File: config.mk
export PLATFORM = sky130hd
export DESIGN_NAME = dma_reg_programmer
export DESIGN_NICKNAME = d
export VERILOG_FILES = /design/src/rtl/dma_reg_programmer.sv
export SDC_FILE = /design/constraint.sdc
export NUM_CORES = 1
export LEC_CHECK = 0
export BUFFER_PORTS_ARGS = -buffer_cell sky130_fd_sc_hd__buf_4
export CAP_MARGIN = 15
export CORE_MARGIN = 2
export CORE_UTILIZATION = 55
export DETAILED_ROUTE_END_ITERATION = 8
export GPL_TIMING_DRIVEN = 0
export PLACE_DENSITY = 0.92
export SETUP_SLACK_MARGIN = 0.05
export SLEW_MARGIN = 15
export SYNTH_ARGS = -nofsm -noshare
export SYNTH_HDL_FRONTEND = slang
export SYNTH_SLANG_ARGS = --single-unit
File: constraint.sdc
create_clock -name clk -period 17.8 [get_ports clk]
set_input_delay 0.89 -clock clk [delete_from_list [all_inputs] [get_ports clk]]
set_output_delay 0.89 -clock clk [all_outputs]
set_load 0.005 [all_outputs]
File: src/rtl/dma_reg_programmer.sv
// Register-bus initiator: programs one DMA channel from a five-word descriptor, control last.
// Optional readback verification is enabled with `define DMA_REG_PROG_VERIFY_EN.
module dma_reg_programmer #(
  parameter int unsigned           ADDR_WIDTH = 32,
  parameter int unsigned           DATA_WIDTH = 32,
  parameter logic [ADDR_WIDTH-1:0] BASE_ADDR  = ADDR_WIDTH'(32'h400)
) (
  input  logic                  clk,
  input  logic                  rst_n,
  input  logic                  cmd_valid,
  output logic                  cmd_ready,
  input  logic [DATA_WIDTH-1:0] cmd_intr,
  input  logic [DATA_WIDTH-1:0] cmd_control,
  input  logic [DATA_WIDTH-1:0] cmd_io_addr,
  input  logic [DATA_WIDTH-1:0] cmd_mem_addr,
  input  logic [DATA_WIDTH-1:0] cmd_extra,
  output logic [ADDR_WIDTH-1:0] addr,
  output logic                  wr_en,
  output logic                  rd_en,
  output logic [DATA_WIDTH-1:0] wdata,
  input  logic [DATA_WIDTH-1:0] rdata,
  output logic                  busy,
  output logic                  done,
  output logic                  error,
  output logic [2:0]            err_idx
);

  localparam int       NumBeats = 5;
  localparam bit [2:0] LastBeat = 3'd4;

  typedef enum logic [2:0] {
    StIdle    = 3'd0,
    StWrite   = 3'd1,
`ifdef DMA_REG_PROG_VERIFY_EN
    StRdIssue = 3'd2,
    StRdWait  = 3'd3,
`endif
    StDone    = 3'd4
  } state_e;

  // Shadow words are stored in beat order: io, mem, extra, intr, control.
  function automatic logic [ADDR_WIDTH-1:0] beat_addr(input logic [2:0] beat);
    logic [4:0] off;
    case (beat)
      3'd0:    off = 5'h08;
      3'd1:    off = 5'h0C;
      3'd2:    off = 5'h10;
      3'd3:    off = 5'h00;
      3'd4:    off = 5'h04;
      default: off = 5'h00;
    endcase
    return BASE_ADDR + ADDR_WIDTH'(off);
  endfunction

  state_e                r_state, w_state_d;
  logic [2:0]            r_beat, w_beat_d;
  logic [DATA_WIDTH-1:0] r_shadow [NumBeats];
  logic [DATA_WIDTH-1:0] w_shadow_d [NumBeats];
  logic                  w_accept;

  logic                  r_cmd_ready, w_cmd_ready_d;
  logic                  r_busy, w_busy_d;
  logic                  r_done, w_done_d;
  logic                  r_wr_en, w_wr_en_d;
  logic [ADDR_WIDTH-1:0] r_addr, w_addr_d;
  logic [DATA_WIDTH-1:0] r_wdata, w_wdata_d;
`ifdef DMA_REG_PROG_VERIFY_EN
  logic                  r_rd_en, w_rd_en_d;
  logic                  r_error, w_error_d;
  logic [2:0]            r_err_idx, w_err_idx_d;
`endif

  // r_cmd_ready is only ever high in StIdle.
  assign w_accept = cmd_valid && r_cmd_ready;

  always_comb begin
    w_state_d  = r_state;
    w_beat_d   = r_beat;
    w_shadow_d = r_shadow;
`ifdef DMA_REG_PROG_VERIFY_EN
    w_error_d   = r_error;
    w_err_idx_d = r_err_idx;
`endif
    unique case (r_state)
      StIdle: begin
        if (w_accept) begin
          w_shadow_d[0] = cmd_io_addr;
          w_shadow_d[1] = cmd_mem_addr;
          w_shadow_d[2] = cmd_extra;
          w_shadow_d[3] = cmd_intr;
          w_shadow_d[4] = cmd_control;
          w_beat_d      = 3'd0;
          w_state_d     = StWrite;
`ifdef DMA_REG_PROG_VERIFY_EN
          w_error_d     = 1'b0;
          w_err_idx_d   = 3'd0;
`endif
        end
      end
      StWrite: begin
        if (r_beat == LastBeat) begin
`ifdef DMA_REG_PROG_VERIFY_EN
          w_state_d = StRdIssue;
          w_beat_d  = 3'd0;
`else
          w_state_d = StDone;
`endif
        end else begin
          w_beat_d = r_beat + 3'd1;
        end
      end
`ifdef DMA_REG_PROG_VERIFY_EN
      StRdIssue: w_state_d = StRdWait;
      StRdWait: begin
        // Only the first mismatch of a command is recorded.
        if ((rdata != r_shadow[r_beat]) && !r_error) begin
          w_error_d   = 1'b1;
          w_err_idx_d = r_beat;
        end
        if (r_beat == LastBeat) begin
          w_state_d = StDone;
        end else begin
          w_state_d = StRdIssue;
          w_beat_d  = r_beat + 3'd1;
        end
      end
`endif
      StDone:  w_state_d = StIdle;
      default: w_state_d = StIdle;
    endcase
  end

  // Outputs are decoded from the next state so every port comes straight from a flop.
  always_comb begin
    w_addr_d  = '0;
    w_wdata_d = '0;
    w_wr_en_d = 1'b0;
`ifdef DMA_REG_PROG_VERIFY_EN
    w_rd_en_d = 1'b0;
`endif
    case (w_state_d)
      StWrite: begin
        w_addr_d  = beat_addr(w_beat_d);
        w_wdata_d = w_shadow_d[w_beat_d];
        w_wr_en_d = 1'b1;
      end
`ifdef DMA_REG_PROG_VERIFY_EN
      StRdIssue: begin
        w_addr_d  = beat_addr(w_beat_d);
        w_rd_en_d = 1'b1;
      end
`endif
      default: ;
    endcase
    w_busy_d      = (w_state_d != StIdle);
    w_done_d      = (w_state_d == StDone);
    w_cmd_ready_d = (w_state_d == StIdle);
  end

  always_ff @(posedge clk or posedge rst_n) begin
    if (rst_n) begin
      r_state     <= StIdle;
      r_beat      <= '0;
      for (int i = 0; i < NumBeats; i++) begin
        r_shadow[i] <= '0;
      end
      r_cmd_ready <= 1'b0;
      r_busy      <= 1'b0;
      r_done      <= 1'b0;
      r_wr_en     <= 1'b0;
      r_addr      <= '0;
      r_wdata     <= '0;
`ifdef DMA_REG_PROG_VERIFY_EN
      r_rd_en     <= 1'b0;
      r_error     <= 1'b0;
      r_err_idx   <= '0;
`endif
    end else begin
      r_state     <= w_state_d;
      r_beat      <= w_beat_d;
      r_shadow    <= w_shadow_d;
      r_cmd_ready <= w_cmd_ready_d;
      r_busy      <= w_busy_d;
      r_done      <= w_done_d;
      r_wr_en     <= w_wr_en_d;
      r_addr      <= w_addr_d;
      r_wdata     <= w_wdata_d;
`ifdef DMA_REG_PROG_VERIFY_EN
      r_rd_en     <= w_rd_en_d;
      r_error     <= w_error_d;
      r_err_idx   <= w_err_idx_d;
`endif
    end
  end

  assign cmd_ready = r_cmd_ready;
  assign busy      = r_busy;
  assign done      = r_done;
  assign wr_en     = r_wr_en;
  assign addr      = r_addr;
  assign wdata     = r_wdata;
`ifdef DMA_REG_PROG_VERIFY_EN
  assign rd_en     = r_rd_en;
  assign error     = r_error;
  assign err_idx   = r_err_idx;
`else
  logic w_unused_rdata;
  assign w_unused_rdata = ^rdata;
  assign rd_en          = 1'b0;
  assign error          = 1'b0;
  assign err_idx        = 3'd0;
`endif

endmodule

==> results.yml <==
outcome:
  status: "finished, final reports clean"
die:
  die-area_um2: 17450
  start_util: 0.5659
  ios: 268
  core_um2: 15940
  num_rows: 46
  die_w_um: 132.1
  chipHeight_um: 132.1
synth:
  ys_seq_area_frac: 0.5686
  synth.area.top_cells: "dfrtp_1 (57%), mux2_2 (23%), o221a_1 (4.0%)"
  netlist_area_um2: 9022
  syn_inst: 635
  ys_warn_count: 0
  synth_top_area_cell: "dfrtp_1"
  synth-seq-cells: 205
  postSynthAreaPerCell_um2: 14.21
  yosysTopAreaCellShare: 0.5686
  ys_types: 33
global_route:
  grt_pass1_vias: 6700
  use_met1: 0.3207
  grt_max_degree: 77
  gr-total-overflow: 0
  grtUsageTotal: 0.2572
  antenna_found_initial: 0
  grt_pass1_wl_um: 35160
  grt_util_met2: 0.4557
  use_met3: 0.04460
  busiest_layer: "met2"
timing:
  tightest_slew_ns: 0.6357
  setup_violations: 0
  holdWs_ns: 0.4341
  fmax_mhz: 405.0
  setup_slack_ns: 15.33
  finalSetupTns_ns: 0
  slew_headroom: 0.5762
  finalHoldViolations: 0
  rsz0062_at_grt: "no"
  skew_ns: 0.01747
  fin_crit_sh: 0.1387
  layout_min_cycle_time_ns: 2.469
  drv_slew: 0
pwr:
  p_per_area_nw_per_um2: 127.9
  peakVddDrop_mv: 0.08070
  leakage_nw: 5.522
worst_hold_path:
  hp-class: "in2async"
layout:
  fin_nets: 1092
  fillers: 1016
  final_cell_mix: "buf_4 (240), dfrtp_1 (205), mux2_2 (182)"
  multi_input_area_um2: 3363
  synthToLayoutAreaGrowth_pct: 29.39
  final_core_util: 0.7322
  layout.area.seq_um2: 5130
  final_common_cell: "buf_4"
  final_layout_size_suffix_gt1_frac: 0.5352
  antenna_cells: 0
cts:
  hold_buffers: 0
  clockBufferDepth: 3
  clk_latency_ns: 0.49
  cts_tree: "done"
  cts-root-buf: "clkbuf_16"
  clk_pin_slew_ns: 0.06
  cts_made_buffers: 21
  htree_levels: 1
  cts_resized: 0
  cts_sinks: 205
  postCtsSetupBuffers: 0
setup_path:
  critPathCaptureType: "flop"
  critPathMaxFanout: 10
  critical_path_class: "reg2reg"
  worst_path_max_delay_cell: "dfrtp_1"
  slowest_delay_ns: 0.43
  path_cells: "inv_1 -> ha_1 -> nand3_1 -> and3b_1 -> a21oi_2 -> buf_2 -> mux2_2 -> o221a_1"
  cp-start-kind: "flop"
  worstPathArrival_ns: 2.82
  critPathRequiredTime_ns: 18.15
route:
  final_antenna_net_count: 0
  first_pass_iters: 4
  via_per_inst: 5.320
  dr.first_iter.drc_count: 291
  drc: 0
  routed_wirelength_um: 22240
  via_count: 5980
  wl_per_cell_um: 19.78
run:
  maxCapViolCount: 0
place:
  dpl_worst_slack_ns: 14.93
  port_buffers: 202
  hpwlAfterDp_um: 15870
  gp_routability_congestion: 0.7861
==> worst max-delay path: cells and delay by family (launching register included) <==
kind	cells	cell delay (ns)
multiplexers	1	0.38
AND/OR/NAND/NOR	2	0.32
AO/OA/AOI/OAI	2	0.57
buffers and inverters	2	0.46
adder cells (fa/ha/maj)	1	0.17
flip-flops	1	0.43
==> per-layer routing <==
layer	up-vias	routed length, um
met3	41	1431
met1	2990	9063
met2	246	11150
met4	0	591
li1	2703	-
met5	-	0
==> cell type report <==
type | instances | area share
Clock inverter | 4 | 0.004394
Tap cell | 216 | 0.02315
Clock buffer | 32 | 0.05370
Timing Repair Buffer | 204 | 0.1346
Sequential cell | 205 | 0.4394
Buffer | 71 | 0.04405
Multi-Input combinational cell | 355 | 0.2881
Inverter | 37 | 0.01254
==> state kept, by name (all words and copies together) (netlist names) <==
register / cells
addr: 4
busy: 1
cmd_ready: 1
done: 1
r_beat: 3
r_shadow: 160
r_state: 3
wdata: 32
==> cells in the mapped netlist <==
cell type	count
a21oi_1	1
a21oi_2	2
a31oi_1	1
a32oi_1	1
and3_1	1
and3b_1	3
buf_2	12
buf_4	38
buf_6	12
clkbuf_1	9
conb_1	1
dfrtp_1	205
ha_1	2
inv_1	36
inv_2	1
mux2_1	10
mux2_2	182
mux2i_1	33
nand2_1	4
nand2b_1	1
nand3_1	1
nand3b_1	1
nand4bb_2	1
nor2_1	4
nor2_2	1
nor2_4	1
nor3_1	1
nor3b_1	1
o21ai_0	2
o21ai_1	33
o221a_1	32
o2bb2ai_1	1
xor2_1	1
==> cell families (layout without fill, tap and decap cells) <==
kind of cell,after synthesis,after routing,synth area share
buf+inv,108,348,0.07239
fa+ha+maj,2,2,0.002773
simple gates,20,20,0.01415
other cells,1,34,0.0004156
xor+xnor,1,1,0.0009709
flops,205,205,0.5686
mux,225,225,0.2762
compound gates,73,73,0.06449
==> power breakdown <==
| group | internal, mW | switching (mW) | total (mW) |
|---|---|---|---|
| clock network | 0.257 | 0.171 | 0.427 |
| registers | 0.580 | 0.0350 | 0.615 |
| logic | 0.238 | 0.212 | 0.450 |
| total | 1.07 | 0.418 | 1.49 |
==> metrics by stage <==
step	power [mW]	instances	area [um^2]
2_1_floorplan	0.9091	668	9146
3_3_place_gp	1.047	1086	10930
3_5_place_dp	1.070	1088	11000
4_1_cts	1.502	1124	11670
5_1_grt	1.566	1124	11670
6_report	1.493	1124	11670
==> path summary, 6_finish.rpt <==
kind                                  start      endpoint  slack, ns  cells past startpoint
worst max-delay path              r_beat[0]      wdata[9]      15.33                      8
min in group clk                r_shadow[3]   r_shadow[3]       0.48                      2
max in group asynchronous             rst_n  r_shadow[53]      16.31                      4
worst min-delay path                  rst_n          done       0.43                      2
worst min register to register  r_shadow[3]   r_shadow[3]       0.48                      2
worst max register to register    r_beat[0]      wdata[9]      15.33                      8
No activity file was read; power rests on OpenSTA's default activity.
